--- src/rtl/hs_byte_packer.sv ---
// Packs BEATS consecutive bytes little-endian into one registered valid/ready word.
// A last flag flushes a partial word; optional word counter under PACKER_STAT_EN.
module hs_byte_packer #(
    parameter int BEATS = 4,
    parameter int DW    = 8
) (
    input  logic                  clk,
    input  logic                  rst,
    input  logic                  valid_pre_i,
    input  logic [DW-1:0]         data_pre_i,
    input  logic                  last_pre_i,
    output logic                  ready_pre_o,
    output logic                  valid_post_o,
    output logic [BEATS*DW-1:0]   data_post_o,
    output logic [BEATS-1:0]      keep_post_o,
    output logic                  last_post_o,
    input  logic                  ready_post_i
`ifdef PACKER_STAT_EN
    ,
    output logic [15:0]           stat_words_o
`endif
);
    localparam int IW = $clog2(BEATS);
    localparam logic [IW-1:0] LAST_IDX = IW'(BEATS-1);

    logic [BEATS-2:0][DW-1:0] acc;
    logic [IW-1:0]            idx;
    logic                     accept;
    logic                     complete;
    logic [BEATS-1:0][DW-1:0] word_nxt;
    logic [BEATS-1:0]         keep_nxt;

    // Combinational ready_post_i -> ready_pre_o gives full throughput under no backpressure.
    assign ready_pre_o = !valid_post_o || ready_post_i;
    assign accept      = valid_pre_i && ready_pre_o;
    assign complete    = accept && ((idx == LAST_IDX) || last_pre_i);

    for (genvar k = 0; k < BEATS; k++) begin : g_lane
        localparam logic [IW-1:0] K = IW'(k);
        if (k == 0) begin : g_keep0
            assign keep_nxt[k] = 1'b1;
        end else begin : g_keepn
            assign keep_nxt[k] = (K <= idx);
        end
        if (k < BEATS-1) begin : g_acc
            assign word_nxt[k] = (K == idx) ? data_pre_i :
                                 (K <  idx) ? acc[k]     : '0;
        end else begin : g_top
            assign word_nxt[k] = (K == idx) ? data_pre_i : '0;
        end
    end

    always_ff @(posedge clk) begin
        if (rst) begin
            valid_post_o <= 1'b0;
            data_post_o  <= '0;
            keep_post_o  <= '0;
            last_post_o  <= 1'b0;
            idx          <= '0;
            acc          <= '0;
        end else begin
            if (complete) begin
                valid_post_o <= 1'b1;
                data_post_o  <= word_nxt;
                keep_post_o  <= keep_nxt;
                last_post_o  <= last_pre_i;
                idx          <= '0;
                acc          <= '0;
            end else begin
                // Drain only clears valid; payload is left as-is.
                if (ready_post_i)
                    valid_post_o <= 1'b0;
                if (accept) begin
                    idx <= idx + IW'(1);
                    for (int k = 0; k < BEATS-1; k++)
                        if (idx == IW'(k))
                            acc[k] <= data_pre_i;
                end
            end
        end
    end

`ifdef PACKER_STAT_EN
    always_ff @(posedge clk) begin
        if (rst)
            stat_words_o <= '0;
        else if (valid_post_o && ready_post_i)
            stat_words_o <= stat_words_o + 16'd1;
    end
`endif

endmodule

--- config.mk ---
export PLATFORM = sky130hd
export DESIGN_NAME = hs_byte_packer
export DESIGN_NICKNAME = d
export VERILOG_FILES = /design/src/rtl/hs_byte_packer.sv
export SDC_FILE = /design/constraint.sdc
export NUM_CORES = 1
export LEC_CHECK = 0
export ABC_AREA = 1
export CORE_MARGIN = 2
export CORE_UTILIZATION = 30
export DETAILED_ROUTE_END_ITERATION = 8
export GPL_TIMING_DRIVEN = 0
export PLACE_DENSITY = 0.54
export SETUP_SLACK_MARGIN = 0.3
export SLEW_MARGIN = 15
export SYNTH_ARGS = -nofsm -noshare
export SYNTH_HDL_FRONTEND = slang
export SYNTH_SLANG_ARGS = --single-unit
--- constraint.sdc ---
create_clock -name clk -period 2.19 [get_ports clk]
set_input_delay 0.5475 -clock clk [delete_from_list [all_inputs] [get_ports clk]]
set_output_delay 0.5475 -clock clk [all_outputs]
set_load 0.02 [all_outputs]
==> metrics <==
status=completed; worst reg-to-reg path cell count=8; Yosys cell types=22; Hold Path Class=flop to flop; Post-DP HPWL=5771 um; delay-heaviest family, CP=buffers and inverters; Seq/Total Area, Yosys=42.33%; clock slew at reported path FFs=70 ps; Max Cap Violations=0; Area Growth Syn to Fin=30.72%; WP buf/inv=1; Layout Skew=6.459 ps; top-level I/O count=52; Tmin final=1842 ps; crit-path max cell delay=610 ps; critical path type=flop to output pin; Netlist Area Pre-Place=between 3000 and 4000 um2; final-stage net count=about 530; Total GRT Usage=16.03%; Detail Route Antenna Nets=0; Core Area=9774 um2; syn nets=465; GP Congestion=0.8075; Longest Clk Path Bufs=2; final instance area=slightly below 4000 um2; DRT Pass-1 Iters=4; count of pins over their slew limit=0; Arr. time, crit path=1290 ps; crit-path cells=clkdlybuf4s50_1; overall power=2.789 mW; Syn Inst Count=about 450; largest family of logic cells by synthesized area=simple AND/OR/NAND/NOR gates; clk_lat worst skew=340 ps; worst hold stages=2; multiplexer share of the synthesized area=0%; Hold Startpoint=keep_post_o[0]$_SDFFE_PP0P_; Setup TNS=0 ps; Leakage=1.909 nW; Critical Path Fanout Max=2; worst-case hold slack=453.0 ps; Final Hold Vio Count=0; startpoint types=flop; fraction of layout cells with a size suffix above 1=11.03%; first-pass GRT wire length=13840 um; Ys Warns=0; Synth Area in XOR/XNOR=0%; vias in the first global route=2803; initial antenna violation count=0; Crit Reg-Reg Startpoint=idx[1]$_SDFFE_PP0N_; n_diodes=0; crit end category=output pin; leading area contributor after synthesis=dfxtp_1; top cell type's share of synthesized area=42.33%; final wirelength=a little over 8000 um; Worst EP required=1640 ps; Die ar.=10910 um2; CTS tree=built; Slowest-stage cell, CP=clkdlybuf4s50_1; gr ovfl total=0; pin count of the biggest net entering global routing=11; RSZ-0062 raised after global routing=yes; Max IR drop VDD=0.3233 mV; starting DRC count in detailed routing=140; detailed-route via count=approximately 2900; simple-gate area share of the yosys netlist=~36%; Initial Util=between 30 and 40%; Post-Syn Area per Cell=6.771 um2; Final Cycle Share=between 80 and 90%; DR vias/cell=4.437; commonest non-fill, non-tap cell in the layout=nand2_1; FMAX=0.5430 GHz; Compound-Gate Fraction of Synth Area=~6.7%; Seq cells post-synth=64; multi-input logic area=~1400 um2; most frequent cells in the layout=nand2_1, dfxtp_1, nor2_1, inv_1, clkdlybuf4s50_1; Synth Area in Adders=2.067%; Pwr per Cell Area=704.9 nW/um2; Fill cells=1048; row count=36; DP Area=3704 um2; wire per inst=12.54 um; Buffers on Ports=a little over 50; CTS sink cnt=64; htree depth=3; Remaining DRCs=0; final setup violation count=0; Die X=between 100 and 150 um; Num CTS Buffers=9; Critical Path Source=data_post_o[29]$_SDFFE_PP0P_; Root Driver=clkbuf_8; slew margin rel.=a little over two thirds; storage element area=~1300 um2; critical path depth=1; Worst Tran Pin Value=451.8 ps; ranking of synthesized cells by area=dfxtp_1, nand2_1, nor2_1; Die Ht=104.4 um
timing repair:
action / CTS / global route
gates resized for setup: 12 / 9
endpoints found under the setup margin: 10 / 14
hold buffers: 0 / 0
setup buffers: 4 / 0
logic make-up (layout without fill, tap and decap cells):
family / count (synthesis) / count (layout)
AND/OR/NAND/NOR: 260 / 260
AO/OA/AOI/OAI: 38 / 38
flip-flops: 64 / 64
adder cells (fa/ha/maj): 5 / 5
buffers and inverters: 80 / 150
synth_stat cells, drive strengths merged:
cell type    n
a21oi       21
buf         22
clkbuf       5
clkinv       1
dfxtp       64
ha           5
inv         52
nand2      152
nand3       22
nand4       24
nor2        62
o21ai       17
sequential cells by signal, summed over array words and instances (netlist names):
name / cells
acc: 24
data_post_o: 32
idx: 2
keep_post_o: 4
last_post_o: 1
valid_post_o: 1
metrics by stage:
stage | setup slack [ps] | util, % | cells
after floorplan | 593.1 | - | 447
after global placement | -551.7 | 37.89 | 631
after detailed placement | -560.8 | 37.89 | 631
after CTS | 325.1 | 40.35 | 650
after global routing | 212.1 | 40.48 | 650
final | 348.3 | 40.48 | 650
metal layers:
layer	share of wire, %	routed length [um]	global-route usage (%)	vias up
met1	45	3707	20.02	1290
met4	0.91	74	4.151	0
met2	47	3845	27.08	73
met5	0	0	0	-
met3	6.5	527	4.511	6
li1	-	-	-	1515
final timing paths:
path         slack (ps)                     endpoint
max                 350              data_post_o[29]
min                 450  keep_post_o[0]$_SDFFE_PP0P_
max reg2reg         420  data_post_o[6]$_SDFFE_PP0P_
min reg2reg         450  keep_post_o[0]$_SDFFE_PP0P_
power by group:
group	switching [mW]	internal [mW]	total, mW
sequential	0.0254	1.22	1.25
combinational	0.283	0.184	0.468
clock	0.443	0.632	1.08
layout make-up:
type	count	area share (%)
Tap cell	133	4.206
Sequential cell	64	32.38
Timing Repair Buffer	55	13.79
Clock inverter	4	1.771
Inverter	53	5.028
Multi-Input combinational cell	303	34.50
Buffer	27	4.997
Clock buffer	11	3.321
(Power assumes the default switching activity.)
